File: config.mk
export PLATFORM = sky130hd
export DESIGN_NAME = serial_byte_rx_flat
export DESIGN_NICKNAME = d
export VERILOG_FILES = /design/src/rtl/serial_byte_rx_pkg.sv /design/src/rtl/serial_byte_rx_if.sv /design/src/rtl/sync_fifo.sv /design/src/rtl/serial_byte_rx.sv /design/src/flat_wrapper.sv
export SDC_FILE = /design/constraint.sdc
export NUM_CORES = 1
export LEC_CHECK = 0
export BUFFER_PORTS_ARGS = -buffer_cell sky130_fd_sc_hd__buf_4
export CAP_MARGIN = 20
export CORE_UTILIZATION = 29
export DETAILED_ROUTE_END_ITERATION = 7
export PLACE_DENSITY_LB_ADDON = 0.05
export SLEW_MARGIN = 40
export SYNTH_ARGS = -nofsm -noshare
export SYNTH_HDL_FRONTEND = slang
export SYNTH_SLANG_ARGS = --single-unit
File: constraint.sdc
create_clock -name clk -period 5.3 [get_ports clk]
set_input_delay 0.265 -clock clk [delete_from_list [all_inputs] [get_ports clk]]
set_output_delay 0.265 -clock clk [all_outputs]
set_load 0.01 [all_outputs]
File: src/rtl/serial_byte_rx_pkg.sv
// rtl/serial_byte_rx_pkg.sv - shared constants and types for the serial byte receiver
package serial_byte_rx_pkg;

    localparam int DEF_WIDTH = 8;
    localparam int DEF_DEPTH = 4;

    // Bit-order encoding shared with the upstream shift-register stage
    localparam logic DIR_MSB_FIRST = 1'b0;
    localparam logic DIR_LSB_FIRST = 1'b1;

    typedef enum logic {
        ST_IDLE  = 1'b0,
        ST_SHIFT = 1'b1
    } asm_state_t;

endpackage

File: src/rtl/serial_byte_rx_if.sv
// rtl/serial_byte_rx_if.sv - serial bit input and word output bundle of the receiver
interface serial_byte_rx_if #(
    parameter int WIDTH = 8,
    parameter int DEPTH = 4
) ();
    localparam int CW = $clog2(DEPTH + 1);

    logic             clr;
    logic             dir;
    logic             bit_en;
    logic             bit_in;
    logic [WIDTH-1:0] out_data;
    logic             out_valid;
    logic             out_ready;
    logic [CW-1:0]    count;
    logic             busy;
    logic             ovf;

    modport master (
        output clr, dir, bit_en, bit_in, out_ready,
        input  out_data, out_valid, count, busy, ovf
    );

    modport slave (
        input  clr, dir, bit_en, bit_in, out_ready,
        output out_data, out_valid, count, busy, ovf
    );
endinterface

File: src/rtl/sync_fifo.sv
// rtl/sync_fifo.sv - single-clock FIFO with flush, fill count and zeroed head when empty
module sync_fifo #(
    parameter int WIDTH = 8,
    parameter int DEPTH = 4
) (
    input  logic                         clk,
    input  logic                         reset_n,
    input  logic                         flush,
    input  logic                         push,
    input  logic [WIDTH-1:0]             push_data,
    input  logic                         pop,
    output logic [WIDTH-1:0]             pop_data,
    output logic [$clog2(DEPTH+1)-1:0]   count,
    output logic                         full,
    output logic                         empty
);
    localparam int PW = $clog2(DEPTH);
    localparam int CW = $clog2(DEPTH + 1);

    logic [WIDTH-1:0] mem [DEPTH];
    logic [PW-1:0]    wr_ptr;
    logic [PW-1:0]    rd_ptr;
    logic [CW-1:0]    cnt;
    logic             pop_ok;
    logic             push_ok;

    assign empty   = (cnt == '0);
    assign full    = (cnt == CW'(DEPTH));
    assign pop_ok  = pop & ~empty & ~flush;
    // A full FIFO still accepts a push when the head leaves at the same edge
    assign push_ok = push & ~flush & (~full | pop_ok);

    assign count    = cnt;
    assign pop_data = empty ? '0 : mem[rd_ptr];

    always_ff @(posedge clk) begin
        if (push_ok) begin
            mem[wr_ptr] <= push_data;
        end
    end

    always_ff @(posedge clk or negedge reset_n) begin
        if (!reset_n) begin
            wr_ptr <= '0;
            rd_ptr <= '0;
            cnt    <= '0;
        end else if (flush) begin
            wr_ptr <= '0;
            rd_ptr <= '0;
            cnt    <= '0;
        end else begin
            if (push_ok) begin
                wr_ptr <= wr_ptr + PW'(1);
            end
            if (pop_ok) begin
                rd_ptr <= rd_ptr + PW'(1);
            end
            case ({push_ok, pop_ok})
                2'b10:   cnt <= cnt + CW'(1);
                2'b01:   cnt <= cnt - CW'(1);
                default: cnt <= cnt;
            endcase
        end
    end
endmodule

File: src/rtl/serial_byte_rx.sv
// rtl/serial_byte_rx.sv - serial-to-parallel word assembler feeding a valid/ready FIFO
module serial_byte_rx
    import serial_byte_rx_pkg::*;
#(
    parameter int WIDTH = DEF_WIDTH,
    parameter int DEPTH = DEF_DEPTH
) (
    input  logic             clk,
    input  logic             reset_n,
    serial_byte_rx_if.slave  bus
);
    localparam int CNT_W = $clog2(WIDTH);
    localparam logic [CNT_W-1:0] LAST_BIT = CNT_W'(WIDTH - 1);

    asm_state_t       state;
    logic [CNT_W-1:0] bit_cnt;
    logic [WIDTH-1:0] asm_q;
    logic             dir_lat;
    logic             ovf_q;

    logic             eff_dir;
    logic [WIDTH-1:0] shifted;
    logic             word_done;
    logic             fifo_full;
    logic             fifo_empty;
    logic             ovf_set;

    // The first bit of a word uses the live dir; later bits use the latched order
    assign eff_dir   = (state == ST_IDLE) ? bus.dir : dir_lat;
    assign shifted   = (eff_dir == DIR_LSB_FIRST) ? {bus.bit_in, asm_q[WIDTH-1:1]}
                                                  : {asm_q[WIDTH-2:0], bus.bit_in};
    assign word_done = bus.bit_en & ~bus.clr & (bit_cnt == LAST_BIT);
    // When full the FIFO is non-empty, so out_ready alone means the head leaves
    assign ovf_set   = word_done & fifo_full & ~bus.out_ready;

    sync_fifo #(
        .WIDTH (WIDTH),
        .DEPTH (DEPTH)
    ) u_fifo (
        .clk       (clk),
        .reset_n   (reset_n),
        .flush     (bus.clr),
        .push      (word_done),
        .push_data (shifted),
        .pop       (bus.out_ready),
        .pop_data  (bus.out_data),
        .count     (bus.count),
        .full      (fifo_full),
        .empty     (fifo_empty)
    );

    assign bus.out_valid = ~fifo_empty;
    assign bus.busy      = (state == ST_SHIFT);
    assign bus.ovf       = ovf_q;

    always_ff @(posedge clk or negedge reset_n) begin
        if (!reset_n) begin
            state   <= ST_IDLE;
            bit_cnt <= '0;
            asm_q   <= '0;
            dir_lat <= DIR_MSB_FIRST;
            ovf_q   <= 1'b0;
        end else if (bus.clr) begin
            state   <= ST_IDLE;
            bit_cnt <= '0;
            asm_q   <= '0;
            ovf_q   <= 1'b0;
        end else begin
            if (bus.bit_en) begin
                asm_q <= shifted;
                if (state == ST_IDLE) begin
                    dir_lat <= bus.dir;
                end
                if (bit_cnt == LAST_BIT) begin
                    bit_cnt <= '0;
                    state   <= ST_IDLE;
                end else begin
                    bit_cnt <= bit_cnt + CNT_W'(1);
                    state   <= ST_SHIFT;
                end
            end
            if (ovf_set) begin
                ovf_q <= 1'b1;
            end
        end
    end
endmodule

File: src/flat_wrapper.sv
// flat-port wrapper written by rule: the top's interface ports become plain ports
module serial_byte_rx_flat import serial_byte_rx_pkg::*;
#(
    parameter int WIDTH = DEF_WIDTH,
    parameter int DEPTH = DEF_DEPTH
)
  (clk, reset_n, bus_clr, bus_dir, bus_bit_en, bus_bit_in, bus_out_ready, bus_out_data, bus_out_valid, bus_count, bus_busy, bus_ovf);
  serial_byte_rx_if #(.WIDTH(WIDTH), .DEPTH(DEPTH)) bus_i ();
  input  logic clk;
  input  logic reset_n;
  input wire logic [$bits(bus_i.clr)-1:0] bus_clr;
  input wire logic [$bits(bus_i.dir)-1:0] bus_dir;
  input wire logic [$bits(bus_i.bit_en)-1:0] bus_bit_en;
  input wire logic [$bits(bus_i.bit_in)-1:0] bus_bit_in;
  input wire logic [$bits(bus_i.out_ready)-1:0] bus_out_ready;
  output wire logic [$bits(bus_i.out_data)-1:0] bus_out_data;
  output wire logic [$bits(bus_i.out_valid)-1:0] bus_out_valid;
  output wire logic [$bits(bus_i.count)-1:0] bus_count;
  output wire logic [$bits(bus_i.busy)-1:0] bus_busy;
  output wire logic [$bits(bus_i.ovf)-1:0] bus_ovf;
  assign bus_i.clr = bus_clr;
  assign bus_i.dir = bus_dir;
  assign bus_i.bit_en = bus_bit_en;
  assign bus_i.bit_in = bus_bit_in;
  assign bus_i.out_ready = bus_out_ready;
  assign bus_out_data = bus_i.out_data;
  assign bus_out_valid = bus_i.out_valid;
  assign bus_count = bus_i.count;
  assign bus_busy = bus_i.busy;
  assign bus_ovf = bus_i.ovf;
  serial_byte_rx #(.WIDTH(WIDTH), .DEPTH(DEPTH)) u_core (.clk(clk), .reset_n(reset_n), .bus(bus_i));
endmodule
==> impl_metrics.csv, run 1 <==
group,metric,value,unit
die,rows,32,
clock_tree,cts_made_buffers,5,
timing,worst_slew_pin_slew,0.639,ns
grt,grt_max_degree,26,
clock_tree,cts_buffer_depth,2,
routing,totalWireLength,4380,µm
placed_design,gp_congestion,0.776,
min_path,hp-class,"input pin to register",
timing,finalSetupViolations,0,
logic_synthesis,ys_seq_elements,53,
setup_path,cp-start-kind,"register",
grt,grt_pass1_vias,1407,
die,die-area,0.00856,mm²
routing,drt_first_pass_iters,4,
setup_path,critPathKind,"register to register",
layout,layout.nets,193,
run_status,status,"finished, final reports clean",
clock_tree,htree_num_levels,2,
logic_synthesis,synth_area,0.00238,mm²
setup_path,setup.worst_path.end_class,"register",
placed_design,post-dp-hpwl,3020,µm
timing,relSlewSlack,57.4,%
layout,drive_above_1_share,27.2,%
logic_synthesis,syn_area_per_cell,15.2,µm²
routing,ant_nets,0,
grt,grt_overflow,0,
clock_tree,path_clk_slew,0.10,ns
grt,grt_first_pass_wirelength,7240,µm
timing,final.min_clock_period,2.30,ns
logic_synthesis,seq_area_frac_synth,62.6,%
logic_synthesis,synth_cell_type_count,31,
timing,rsz0062_at_grt,"false",
layout,ff_latch_area,0.00149,mm²
routing,detail_route.iter0.violations,47,
logic_synthesis,synth_top_area_cell,"edfxtp_1",
logic_synthesis,synth.top_cell.area_share,40.4,%
logic_synthesis,synth_area_leaders,"edfxtp_1 40%, dfrtp_1 22%, mux4_2 7.6%",
layout,fillers,763,
job,maxCapViolCount,0,
timing,post-route-period-util,43.3,%
timing,final_max_slew_viol_count,0,
layout,multi_input_area,852,µm²
die,io_pins,21,
placed_design,portBuffers,20,
setup_path,critPathMaxFanout,5,
layout,area_growth,15.3,%
routing,num_vias,1286,
clock_tree,cts_tree,"done",
routing,vias_per_cell,4.56,
layout,antenna_cells,0,
logic_synthesis,yosysWarnings,0,
grt,grt_usage,11.7,%
clock_tree,worstSkewPairLatency,0.31,ns
die,initial_core_util,30.4,%
clock_tree,clock_sinks,53,
routing,drc,0,
timing,skew,0.00721,ns
power,power_leakage,1.06,nW
power,ir_drop,0.0793,mV
die,dieWidth,92.5,µm
setup_path,required,5.49,ns
die,die_h,92.5,µm
power,power,718,µW
timing,fmax,435,MHz
logic_synthesis,synth_nets,170,
grt,antenna_found_initial,0,
setup_path,arrival,2.49,ns
clock_tree,cts_resized,0,
routing,wl_per_cell,15.5,µm
clock_tree,cts_root_buf,"clkbuf_8",
logic_synthesis,synthCells,156,
die,coreArea,0.00781,mm²
timing,finalSetupTns,0,ns
power,p_per_area,262,mW/mm²
timing,final_hold_viol_count,0,
[routing by layer]
layer	GRT usage, %	share of wire [%]	up-vias
met2	20.3	50	26
li1	-	-	613
met1	14.0	44	642
met4	3.91	1.4	0
met3	2.96	4.0	5
met5	0	0	-
[stage by stage]
stage / hold slack (ns) / instance area (µm²) / instances / setup WS (ns) / util, %
2_1_floorplan: -0.0306 / 2380 / 156 / 3.13 / -
5_1_grt: 0.307 / 2740 / 282 / 2.86 / 35.1
6_report: 0.292 / 2740 / 282 / 3.00 / 35.1
4_1_cts: 0.286 / 2740 / 282 / 2.96 / 35.1
3_5_place_dp: 0.172 / 2640 / 273 / 3.00 / 33.8
3_3_place_gp: 0.168 / 2640 / 273 / 3.06 / 33.8
[power by group]
part	internal, mW	total [mW]	switching (mW)
registers	0.441	0.446	0.00428
logic	0.0172	0.0384	0.0212
clock network	0.0956	0.234	0.138
total	0.554	0.718	0.163
[placed cells by master, fill, tap and decap left out, types with 3 or more instances in the layout]
| cell type | netlist | final |
|---|---|---|
| nand2_1 | 4 | 4 |
| nor2_1 | 18 | 18 |
| nor3_1 | 3 | 3 |
| edfxtp_1 | 32 | 32 |
| inv_1 | 3 | 3 |
| nor2b_1 | 10 | 10 |
| mux4_2 | 8 | 8 |
| xnor2_1 | 3 | 3 |
| mux2_2 | 9 | 9 |
| ha_1 | 6 | 6 |
| buf_4 | 0 | 21 |
| mux2i_1 | 11 | 11 |
| and2_1 | 5 | 5 |
| dfrtp_1 | 21 | 21 |
| clkbuf_8 | 0 | 5 |
[layout make-up]
| class | count | area share [%] |
|---|---|---|
| sequential | 53 | 54.3 |
| clock inverter | 3 | 0.914 |
| timing repair buffer | 22 | 6.12 |
| clock buffer | 5 | 2.51 |
| inverter | 3 | 0.411 |
| tap | 102 | 4.66 |
| multi-input combinational | 94 | 31.1 |
[path summary, 6_finish.rpt]
check / start / end / slack (ns) / cells past startpoint
max in group asynchronous: reset_n / u_core.asm_q[6] / 4.70 / 2
setup / recovery: u_core.bit_cnt[0] / u_core.u_fifo.count[2] / 3.00 / 8
hold reg to reg: u_core.bus.ovf / u_core.bus.ovf / 0.51 / 2
min in group asynchronous: reset_n / u_core.bit_cnt[1] / 0.37 / 2
hold / removal: bus_out_ready / u_core.u_fifo.count[1] / 0.29 / 4
setup reg to reg: u_core.bit_cnt[0] / u_core.u_fifo.count[2] / 3.00 / 8
[state kept, by name, indices dropped and copies added (netlist names)]
signal                count
u_core.u_fifo.rd_ptr      2
u_core.asm_q              8
u_core.u_fifo.count       3
u_core.dir_lat            1
u_core.bus.busy           1
u_core.bit_cnt            3
u_core.bus.ovf            1
u_core.u_fifo.wr_ptr      2
u_core.u_fifo.mem        32
[worst max-delay path: stages (launching register included)]
cell	delay, ns
dfrtp_1	0.38
ha_1	0.15
ha_1	0.17
nand3b_1	0.17
and2_1	0.26
nor2b_1	0.15
fa_1	0.38
mux2i_1	0.18
mux2_1	0.34
[cells in the mapped netlist]
cell      count
nor2b_1      10
buf_2         3
mux2i_4       1
and2_1        5
xor2_1        1
and3b_1       1
a21oi_1       2
o31a_1        1
fa_1          1
nand3b_1      1
nor3_4        1
clkbuf_1      2
mux2i_1      11
nor4b_2       1
mux2_1        1
ha_1          6
mux4_2        8
o21a_1        1
buf_1         1
nor3_1        3
inv_1         3
a211oi_1      1
o31ai_1       1
nor2_1       18
xnor2_1       3
edfxtp_1     32
o21ai_0       2
nand2_1       4
dfrtp_1      21
nand2b_1      1
mux2_2        9
[cells by family (layout without fill, tap and decap cells)]
kind of cell,after synthesis,in the layout,share of synthesized area [%]
AND/OR/NAND/NOR,45,45,10.3
AO/OA/AOI/OAI,8,8,2.16
multiplexers,30,30,17.9
XOR/XNOR,4,4,1.47
adder cells (fa/ha/maj),7,7,4.00
flip-flops,53,53,62.6
buffers and inverters,9,33,1.58
[repair_timing]
| action | in CTS | in global routing |
|---|---|---|
| endpoints found under the hold margin | 21 | 0 |
| hold buffers | 1 | 0 |
| setup buffers | 0 | 0 |
| endpoints found under the setup margin | 0 | 0 |
No activity file was read; power rests on OpenSTA's default activity.
==> run 2: changes to the inputs <==
==> constraint.sdc (replaced) <==
create_clock -name clk -period 1.85 [get_ports clk]
set_input_delay 0.0925 -clock clk [delete_from_list [all_inputs] [get_ports clk]]
set_output_delay 0.0925 -clock clk [all_outputs]
set_load 0.01 [all_outputs]
==> run 2 against run 1 <==
The run now ends with negative setup slack left. Critical path depth is the same. Sequential power grew to 2.9 times the previous value. Sequential share of layout area fell by 4.6 points. Global-route usage decreased by 0.17 points. Flip-flop and latch count unchanged. First-iteration DRC count unchanged. Clock skew increased by 0.0011 ns. Core utilization up 3.3 points. Register-to-register slack got worse by 3.2 ns. Clock power rose to 2.8 times the previous value. Largest cell class unchanged.
==> impl_metrics.csv, run 2 (synthesis results as in run 1) <==
group,metric,value,unit
clock_tree,cts_buffer_depth,2,
layout,regMostFlops,"u_core.u_fifo.mem",
clock_tree,cts_made_buffers,5,
setup_path,worst-r2r-cell-count,8,
power,ir_drop,0.331,mV
layout,area_growth,26.1,%
die,io_pins,21,
layout,final_cells,303,
layout,reg.largest.list,"u_core.u_fifo.mem x32, u_core.asm_q x8",
layout,most-common-layout-cells,"37 x buf_4, 32 x edfxtp_1, 20 x dfrtp_1, 17 x nor2_1, 11 x mux2i_1",
layout,layout_commonest_cell,"buf_4",
setup_path,r2r-start,"u_core.bit_cnt[1]",
clock_tree,htree_num_levels,2,
routing,drt_first_pass_iters,3,
timing,post-route-period-util,109,%
timing,relSlewSlack,67.8,%
placed_design,dp.cells,290,
setup_path,r2r-end,"u_core.u_fifo.count[2]",
layout,multi_input_area,887,µm²
timing,fmax,494,MHz
setup_path,crit_end,"u_core.u_fifo.count[2]",
routing,ant_nets,0,
grt,grt_overflow,0,
routing,wl_per_cell,14.6,µm
setup_path,critPathKind,"register to register",
placed_design,portBuffers,20,
grt,grt_pass1_vias,1490,
timing,final_max_slew_viol_count,0,
routing,num_vias,1364,
routing,drc,0,
setup_path,crit_start,"u_core.bit_cnt[1]",
run_status,status,"finished, violations left",
clock_tree,worstSkewPairLatency,0.30,ns
timing,worst_slew_pin_slew,0.484,ns
timing,whs,0.128,ns
setup_path,cp-start-kind,"register",
min_path,hp-class,"input pin to register",
clock_tree,clock_sinks,53,
setup_path,critPathMaxFanout,2,
layout,layout.nets,214,
placed_design,post-dp-hpwl,3180,µm
die,rows,32,
clock_tree,cts_root_buf,"clkbuf_8",
power,power_leakage,1.18,nW
run_status,violations,"negative setup slack",
grt,grt_first_pass_wirelength,7330,µm
job,maxCapViolCount,0,
die,dieWidth,92.5,µm
routing,totalWireLength,4420,µm
layout,antenna_cells,0,
die,die-area,0.00856,mm²
routing,detail_route.iter0.violations,47,
layout,drive_above_1_share,38.3,%
timing,rsz0062_at_grt,"true",
die,initial_core_util,30.4,%
layout,fillers,772,
layout,ff_latch_area,0.00149,mm²
layout,largest_reg_flops,32,
timing,setup_ws,-0.174,ns
grt,grt_max_degree,25,
timing,skew,0.00830,ns
layout,fin_util,38.4,%
setup_path,setup.worst_path.end_class,"register",
clock_tree,path_clk_slew,0.10,ns
setup_path,arrival,2.21,ns
setup_path,worst-r2r-setup-slack,-0.17,ns
grt,antenna_found_initial,0,
routing,vias_per_cell,4.50,
placed_design,gp_congestion,0.757,
clock_tree,cts_tree,"done",
die,die_h,92.5,µm
setup_path,required,2.04,ns
timing,final.min_clock_period,2.02,ns
grt,grt_usage,11.5,%
timing,final_hold_viol_count,0,
power,p_per_area,689,mW/mm²
timing,finalSetupViolations,2,
die,coreArea,0.00781,mm²
run 2: area by class of cell:
type	instances	area share, %
Sequential cell	53	49.7
Clock inverter	3	0.835
Tap cell	102	4.26
Clock buffer	5	2.30
Inverter	3	0.376
Multi-Input combinational cell	94	29.6
Timing Repair Buffer	43	12.9
run 2: stage by stage:
step	TNS [ns]	area, µm²	power, mW	setup slack, ns
after floorplan	-0.320	2390	1.37	-0.237
after global placement	-0.153	2840	1.42	-0.153
after detailed placement	-1.90	2840	1.42	-0.232
after CTS	-0.245	2970	2.10	-0.203
after global routing	-0.505	3000	2.16	-0.254
final	-0.203	3000	2.06	-0.174
run 2: critical path, stage by stage (launching register included):
cell and delay [ns]:
dfrtp_1 0.38, ha_2 0.20, ha_4 0.13, nand3b_1 0.09
and2_4 0.15, nor2b_4 0.12, fa_2 0.34, mux2i_1 0.17
mux2_1 0.33
run 2: layer usage:
layer / GRT usage [%] / wire length [µm]
met5: 0 / 0
met2: 20.6 / 2330
met1: 13.6 / 1940
met4: 3.52 / 31
met3: 2.63 / 116
run 2: timing repair:
| item | CTS | global route |
|---|---|---|
| pin swaps | 4 | 2 |
| cloned | 0 | 0 |
| endpoints found under the hold margin | 21 | 0 |
| resized for setup | 3 | 1 |
| endpoints found under the setup margin | 35 | 42 |
| hold buffers | 1 | 0 |
| setup buffers | 1 | 3 |
run 2: worst min-delay path by stage:
stage             startpoint                      to  slack, ns  depth (start not counted)
4_1_cts        bus_out_ready  u_core.u_fifo.count[1]       0.12                          4
3_5_place_dp         reset_n  u_core.u_fifo.count[2]     0.0006                          1
2_1_floorplan        reset_n         u_core.asm_q[0]      -0.20                          0
3_3_place_gp         reset_n  u_core.u_fifo.count[2]     -0.004                          1
5_1_grt        bus_out_ready  u_core.u_fifo.count[1]       0.15                          4
6_report       bus_out_ready  u_core.u_fifo.count[1]       0.13                          4
run 2: where the power goes:
part | total [mW] | switching (mW) | internal, mW
registers | 1.28 | 0.0111 | 1.26
logic | 0.126 | 0.0648 | 0.0610
clock network | 0.661 | 0.388 | 0.274
total | 2.06 | 0.463 | 1.60
